===== src/rtl/bp_pkg.sv =====
// Shared helpers for the branch history table: default parameters, the saturating
// counter step functions and the PC-to-index mapping.
package bp_pkg;

  localparam int LP_ENTRIES = 16;
  localparam int LP_CTR_W   = 2;
  localparam int LP_PC_W    = 32;
  localparam int LP_GHR_W   = 4;

  // Counters are carried in 4 bits (the widest CTR_W) and truncated by the caller.
  function automatic logic [3:0] sat_inc(input logic [3:0] i_v, input logic [3:0] i_max);
    logic [3:0] w_r;
    if (i_v >= i_max) begin
      w_r = i_max;
    end else begin
      w_r = i_v + 4'd1;
    end
    return w_r;
  endfunction

  function automatic logic [3:0] sat_dec(input logic [3:0] i_v);
    logic [3:0] w_r;
    if (i_v == 4'd0) begin
      w_r = 4'd0;
    end else begin
      w_r = i_v - 4'd1;
    end
    return w_r;
  endfunction

  function automatic logic [9:0] idx(input logic [63:0] i_pc, input int i_idx_w);
    logic [63:0] w_sh;
    w_sh = (i_pc >> 2) & ((64'd1 << i_idx_w) - 64'd1);
    return w_sh[9:0];
  endfunction

endpackage


===== src/rtl/sat_counter_table.sv =====
// Array of saturating counters with one combinational read port (MSB only)
// and one saturating increment/decrement write port.
module sat_counter_table
  import bp_pkg::*;
#(
  parameter int                 ENTRIES  = LP_ENTRIES,
  parameter int                 CTR_W    = LP_CTR_W,
  parameter logic [CTR_W-1:0]   INIT_CTR = {CTR_W{1'b1}},
  parameter int                 IDX_W    = $clog2(ENTRIES)
) (
  input  logic             i_clk,
  input  logic             i_rst_n,
  input  logic [IDX_W-1:0] i_rd_idx,
  output logic             o_rd_msb,
  input  logic             i_wr_en,
  input  logic [IDX_W-1:0] i_wr_idx,
  input  logic             i_wr_inc
);

  localparam logic [CTR_W-1:0] LP_MAX = '1;

  logic [CTR_W-1:0] r_ctr [ENTRIES];
  logic [CTR_W-1:0] w_cur;
  logic [CTR_W-1:0] w_next;

  assign w_cur    = r_ctr[i_wr_idx];
  assign o_rd_msb = r_ctr[i_rd_idx][CTR_W-1];

  always_comb begin
    w_next = w_cur;
    if (i_wr_inc) begin
      w_next = CTR_W'(sat_inc(4'(w_cur), 4'(LP_MAX)));
    end else begin
      w_next = CTR_W'(sat_dec(4'(w_cur)));
    end
  end

  always_ff @(posedge i_clk or negedge i_rst_n) begin
    if (!i_rst_n) begin
      for (int i = 0; i < ENTRIES; i++) begin
        r_ctr[i] <= INIT_CTR;
      end
    end else if (i_wr_en) begin
      r_ctr[i_wr_idx] <= w_next;
    end
  end

endmodule


===== src/rtl/branch_predictor_bht.sv =====
// Branch history table predictor: bimodal PC-indexed counters, or gshare indexing
// when the BHT_GSHARE_EN macro is defined. Also keeps branch/mispredict statistics.
module branch_predictor_bht
  import bp_pkg::*;
#(
  parameter int               ENTRIES  = LP_ENTRIES,
  parameter int               CTR_W    = LP_CTR_W,
  parameter logic [CTR_W-1:0] INIT_CTR = {CTR_W{1'b1}},
  parameter int               PC_W     = LP_PC_W,
  parameter int               GHR_W    = LP_GHR_W
) (
  input  logic            clk_i,
  input  logic            rst_i,
  input  logic [PC_W-1:0] pc_i,
  output logic            predict_o,
  input  logic            update_i,
  input  logic [PC_W-1:0] update_pc_i,
  input  logic            taken_i,
  input  logic            pred_i,
  output logic            mispredict_o,
  output logic [31:0]     branch_cnt_o,
  output logic [31:0]     mispredict_cnt_o
);

  localparam int IDX_W = $clog2(ENTRIES);

  logic [GHR_W-1:0] w_ghr;
  logic [IDX_W-1:0] w_rd_idx;
  logic [IDX_W-1:0] w_wr_idx;
  logic             r_mispredict;
  logic [31:0]      r_branch_cnt;
  logic [31:0]      r_mispredict_cnt;

`ifdef BHT_GSHARE_EN
  logic [GHR_W-1:0] r_ghr;

  // Newest outcome enters at the LSB; the pre-shift value indexes this cycle's update.
  always_ff @(posedge clk_i or negedge rst_i) begin
    if (!rst_i) begin
      r_ghr <= '0;
    end else if (update_i) begin
      r_ghr <= GHR_W'({r_ghr, taken_i});
    end
  end

  assign w_ghr = r_ghr;
`else
  assign w_ghr = '0;
`endif

  assign w_rd_idx = IDX_W'(idx(64'(pc_i), IDX_W)) ^ IDX_W'(w_ghr);
  assign w_wr_idx = IDX_W'(idx(64'(update_pc_i), IDX_W)) ^ IDX_W'(w_ghr);

  sat_counter_table #(
    .ENTRIES  (ENTRIES),
    .CTR_W    (CTR_W),
    .INIT_CTR (INIT_CTR),
    .IDX_W    (IDX_W)
  ) u_table (
    .i_clk    (clk_i),
    .i_rst_n  (rst_i),
    .i_rd_idx (w_rd_idx),
    .o_rd_msb (predict_o),
    .i_wr_en  (update_i),
    .i_wr_idx (w_wr_idx),
    .i_wr_inc (taken_i)
  );

  // Statistics counters wrap naturally at 2^32.
  always_ff @(posedge clk_i or negedge rst_i) begin
    if (!rst_i) begin
      r_mispredict     <= 1'b0;
      r_branch_cnt     <= 32'd0;
      r_mispredict_cnt <= 32'd0;
    end else begin
      r_mispredict <= update_i & (pred_i ^ taken_i);
      if (update_i) begin
        r_branch_cnt <= r_branch_cnt + 32'd1;
        if (pred_i ^ taken_i) begin
          r_mispredict_cnt <= r_mispredict_cnt + 32'd1;
        end
      end
    end
  end

  assign mispredict_o     = r_mispredict;
  assign branch_cnt_o     = r_branch_cnt;
  assign mispredict_cnt_o = r_mispredict_cnt;

endmodule


===== config.mk =====
export PLATFORM = sky130hd
export DESIGN_NAME = branch_predictor_bht
export DESIGN_NICKNAME = d
export VERILOG_FILES = /design/src/rtl/bp_pkg.sv /design/src/rtl/sat_counter_table.sv /design/src/rtl/branch_predictor_bht.sv
export SDC_FILE = /design/constraint.sdc
export NUM_CORES = 1
export LEC_CHECK = 0
export ABC_AREA = 1
export CORE_AREA = 2 2 94 96
export DETAILED_ROUTE_END_ITERATION = 7
export DIE_AREA = 0 0 96 98
export DONT_BUFFER_PORTS = 1
export PLACE_DENSITY_LB_ADDON = 0.08
export SLEW_MARGIN = 10
export SYNTH_ARGS = -nofsm -noshare
export SYNTH_HDL_FRONTEND = slang
export SYNTH_SLANG_ARGS = --single-unit
export TNS_END_PERCENT = 5

===== constraint.sdc =====
create_clock -name clk_i -period 3.8 [get_ports clk_i]
set_clock_uncertainty 0.2 [all_clocks]
set_input_delay 0.19 -clock clk_i [delete_from_list [all_inputs] [get_ports clk_i]]
set_output_delay 0.19 -clock clk_i [all_outputs]
set_load 0.05 [all_outputs]

# [Word-level counts from Yosys, hierarchy flattened]
# Index checks and enable logic that the tools add are counted.
[word_totals] reg_bits=97 latchBits=0 ram_bits=0 rom_bits=0 input_bits=69 out_inout_bits=66 elab_cells=46 mem_count=0
[op_classes] addsub=4 n_mul=0 n_div=0 order_cmp=4 eq_ne=0 shifts=0 mux=12 n_bitwise=4 n_reduce_logical=3
[op_table] cell="$add 32x1->32 const B" n=2
[op_table] cell="$bwmux 32" n=1
[op_table] cell="$bmux 2 s4" n=2
[op_table] cell="$mux 2" n=8
[op_table] cell="$ge 5x5->1 const B" n=2
[op_table] cell="$not 4->5" n=2
[op_table] cell="$demux 2 s4" n=1
[op_table] cell="$lt 5x1->1 const B" n=1
[op_table] cell="$add 2x1->2 const B" n=1
[op_table] cell="$ge 2x2->1 const B" n=1
[op_table] cell="$logic_not 2->1" n=1
[op_table] cell="$reduce_and 2->1" n=1
[op_table] cell="$sub 2x1->2 const B" n=1
[op_table] cell="$and 1x1->1" n=1
[op_table] cell="$logic_and 1x1->1" n=1
[op_table] cell="$xor 1x1->1" n=1

# [Longest topological paths before layout]
[depth] ltp_word=8 mapped_depth=16 ltp_nobuf=13

# [By module]
# From an unflattened synthesis, not the netlist that was laid out.
[hier_totals] cells_unflattened=756 hier_area_um2=5644.2
[modules_own_cells] module="branch_predictor_bht" instances=1 cells_each=450 area_each_um2=3604.7 seq_area_each_um2=1626.6
[modules_own_cells] module="sat_counter_table" instances=1 cells_each=306 area_each_um2=2039.5 seq_area_each_um2=840.8

# [Worst setup path after synthesis]
# Ideal clock, no wire load.
[synth_timing] path_kind="reg2reg" from="reg r_mispredict_cnt[0] (netlist: mispredict_cnt_o[0])" to="reg r_mispredict_cnt[20] (netlist: mispredict_cnt_o[20])" setup_ps=142 arrival_ps=1806 required_ps=3458 setup_slack_ps=1652 path_stages_with_launch=8 path_buffers=0 period_less_slack_ps=2148 path_cell_list="dfrtp_1 > ha_1 > nand3_1 > nor2_1 > nand3_2 > nor3_4 > nand3_1 > xnor2_1"
[synth_via] elab_chain_len=1
[synth_lines] item="start: declaration" line="branch_predictor_bht.sv:32" source="logic [31:0] r_mispredict_cnt;"
[synth_lines] item="start signal: assignment" line="branch_predictor_bht.sv:80" source="r_mispredict_cnt <= r_mispredict_cnt + 32'd1;"
[synth_lines] item="$add 32x1->32" line="branch_predictor_bht.sv:80"
# Every way passes these cells.
# A chain may end at the register's enable or synchronous reset.

# [Final worst setup path]
[layout_timing] from="reg r_branch_cnt[7] (netlist: branch_cnt_o[7])" to="reg r_branch_cnt[28] (netlist: branch_cnt_o[28])"
[layout_via] elab_chain_len=1
[layout_lines] item="start: declaration" line="branch_predictor_bht.sv:31" source="logic [31:0] r_branch_cnt;"
[layout_lines] item="start signal: assignment" line="branch_predictor_bht.sv:78" source="r_branch_cnt <= r_branch_cnt + 32'd1;"
[layout_lines] item="$add 32x1->32" line="branch_predictor_bht.sv:78"
# Every way passes these cells.

==> metrics.cfg <==
[final_layout]
proportion_of_layout_cells_with_a_drive_suffix_above_1_pct=9.66
mostFrequentLayoutCell=nand2_1
fillerInstances=729
area_delta_synth_final_pct=6.93
antennaDiodeCount=0
layout.nets=770
layout_common_cells=nand2_1, nor2_1, inv_1, dfrtp_1, nand3_1

[global_route]
grtUsageMet3_pct=6.64
gr-usage-met1_pct=33.6
antenna_found_initial=0
gr-total-overflow=0
number_of_global_route_vias_before_repair=4236
wire_length_of_the_first_global_routing_pass_um=19700
grt_max_degree=98
grtUsageMet2_pct=44.4
gr-max-usage-layer=met2
grt_usage_pct=26.6

[yosys]
postSynthNetCount=761
syn-mean-instance-area_um2=7.72
yosys_warnings=0
sequential_fraction_of_the_synthesis_area_pct=46.3
synthCells=690
yosysUniqueCellTypes=32
mappedNetlistArea_um2=5330
postSynthRegisterBits=97

[die]
start_util_pct=62.9
die-area_um2=9410
die_width_um=96
core_area_um2=8470
fp.dieH_um=98
boundary_pins=135
core.rowCount=34

[timing]
post-route-period-util_pct=64.8
slew_limit_headroom_pct=58.1
final.min_clock_period_ns=2.46
final_hold_violations=0
whs_ns=0.00623
finalMaxSlewViolations=0
pin_slew_with_the_least_headroom_to_its_limit_ns=0.628
maximum_clock_frequency_mhz=406
setup_viol=0
rsz0062_at_grt=no
fin_tns_setup_ns=0

[pwr]
power_density_nw_per_um2=495
power.static_leakage_nw=2.73
vdd_ir_drop_max_mv=0.445
fin_total_pwr_w=0.00282

[detailed_routing]
detailedRoute.firstIterationViolations=183
antenna_left=0
via_per_inst=5.35
iteration_count_of_the_initial_detailed_routing_pass=4
post-route-drc-count=0
wl_um=12000
vias=4342
wire_per_inst_um=14.8

[clock_network]
clock_tree_from_tritoncts=yes
cts_made_buffers=9
cts_root_buf=clkbuf_8
insertion_delay_ns=0.35
path_clk_slew_ns=0.10
cts-root-to-sink-buffers=2
total_number_of_h_tree_levels=3
post-cts-setup-buffer-count=0
clock_sink_count=97

[place]
gp_routability_congestion=0.921
dp_hpwl_um=8610
io_buffer_count=0

[worst_setup_path]
path_max_fanout=5
cp-start-kind=flop
timing.critical_path.required_ns=3.84
timing.critical_path.cells=nand2_1 > nor2_1 > nand2_1 > nor3_2 > nand4_1 > xor2_1 > inv_1
path_buf_inv=1
slowest_delay_ns=0.70
crit_path_top_delay_cell=dfrtp_1
critPathTopFamily=simple AND/OR/NAND/NOR gates
timing.setup.critical_path_class=flop to flop
cp.arrival_ns=2.51
worst_path_most_repeated_cell=nand2_1
cp-end-kind=flop

[flow_run]
maxCapViolCount=0

[min_path]
hp-class=input pin to flop

[outcome]
outcome=finished, final reports clean

## report_power, final
group          internal, W  switching [W]  total [W]
Combinational     0.000156       0.000264   0.000420
Clock             0.000326       0.000363   0.000690
Sequential         0.00123       0.000473    0.00171
Total              0.00172        0.00110    0.00282
## worst paths after layout
path	from	endpoint	slack, ns	cells past startpoint
worst max-delay path	branch_cnt_o[7]$_DFFE_PN0P_	branch_cnt_o[28]$_DFFE_PN0P_	1.34	7
worst min-delay path	taken_i	mispredict_o$_DFF_PN0_	0.006	4
worst max register to register	branch_cnt_o[7]$_DFFE_PN0P_	branch_cnt_o[28]$_DFFE_PN0P_	1.34	7
worst min register to register	u_table.r_ctr[14]$_DFFE_PN1P_	u_table.r_ctr[14]$_DFFE_PN1P_	0.28	2
max in group asynchronous	rst_i	u_table.r_ctr[24]$_DFFE_PN1P_	2.78	2
min in group asynchronous	rst_i	branch_cnt_o[8]$_DFFE_PN0P_	0.21	2
## worst min-delay path, delay by kind of cell
kind,cells,cell delay (ns)
buffers and inverters,2,0.25
AND/OR/NAND/NOR,2,0.07
## through the flow
step	utilization, %	cells	setup slack (ns)	area [um^2]
final	67.3	812	1.34	5690
after global routing	67.3	812	1.13	5690
after CTS	67.3	812	1.38	5690
after detailed placement	63.7	788	1.42	5390
after global placement	63.7	788	1.47	5390
after floorplan	-	690	1.65	5330
## cell usage after synthesis, drive strengths merged
| cell | count | area share [%] |
|---|---|---|
| nor3 | 24 | 2.9 |
| o211ai | 4 | 0.56 |
| clkbuf | 2 | 0.14 |
| xnor2 | 23 | 3.8 |
| dfstp | 32 | 16 |
| ha | 2 | 0.47 |
| buf | 9 | 1.3 |
| nor2 | 78 | 5.7 |
| dfrtp | 65 | 31 |
| a21oi | 5 | 0.47 |
| inv | 77 | 5.4 |
| nor4 | 2 | 0.23 |
| o21ai | 13 | 1.4 |
| xor2 | 38 | 6.3 |
| mux2i | 4 | 0.75 |
| nand2 | 256 | 19 |
| and3 | 2 | 0.23 |
| nand4 | 12 | 1.4 |
| nand3 | 42 | 4.0 |
## repair_timing
item                      4_1_cts  5_1_grt
gates resized for setup         0        0
hold buffers                    8        0
hold endpoints to repair      129        0
## registers in the layout, indices dropped and copies added, names as in the netlist
register,cells
mispredict_o,1
mispredict_cnt_o,32
branch_cnt_o,32
u_table.r_ctr,32
## cell families after synthesis
kind of cell               share of synthesized area [%]
AOI/OAI and AO/OA                                   2.47
xor gates and xnor gates                            10.0
adders and majority gates                          0.470
buffers and inverters                               6.84
DFF                                                 46.3
muxes                                              0.752
and+or+nand+nor                                     33.1
## routing by layer
layer | part of all wire [%] | vias to the layer above
li1 | - | 2147
met1 | 42 | 2052
met2 | 49 | 121
met3 | 6.5 | 22
met4 | 2.1 | 0
met5 | 0 | -
## cell type report
cell class / count / area (um^2) / area share (%)
clock buffer: 11 / 141 / 2.48
clock inverter: 5 / 62.6 / 1.10
inverter: 77 / 289 / 5.08
multi-input combinational: 505 / 2490 / 43.8
sequential: 97 / 2470 / 43.3
tap: 108 / 135 / 2.37
timing repair buffer: 9 / 105 / 1.85
Power figures use the tool's default switching activity.
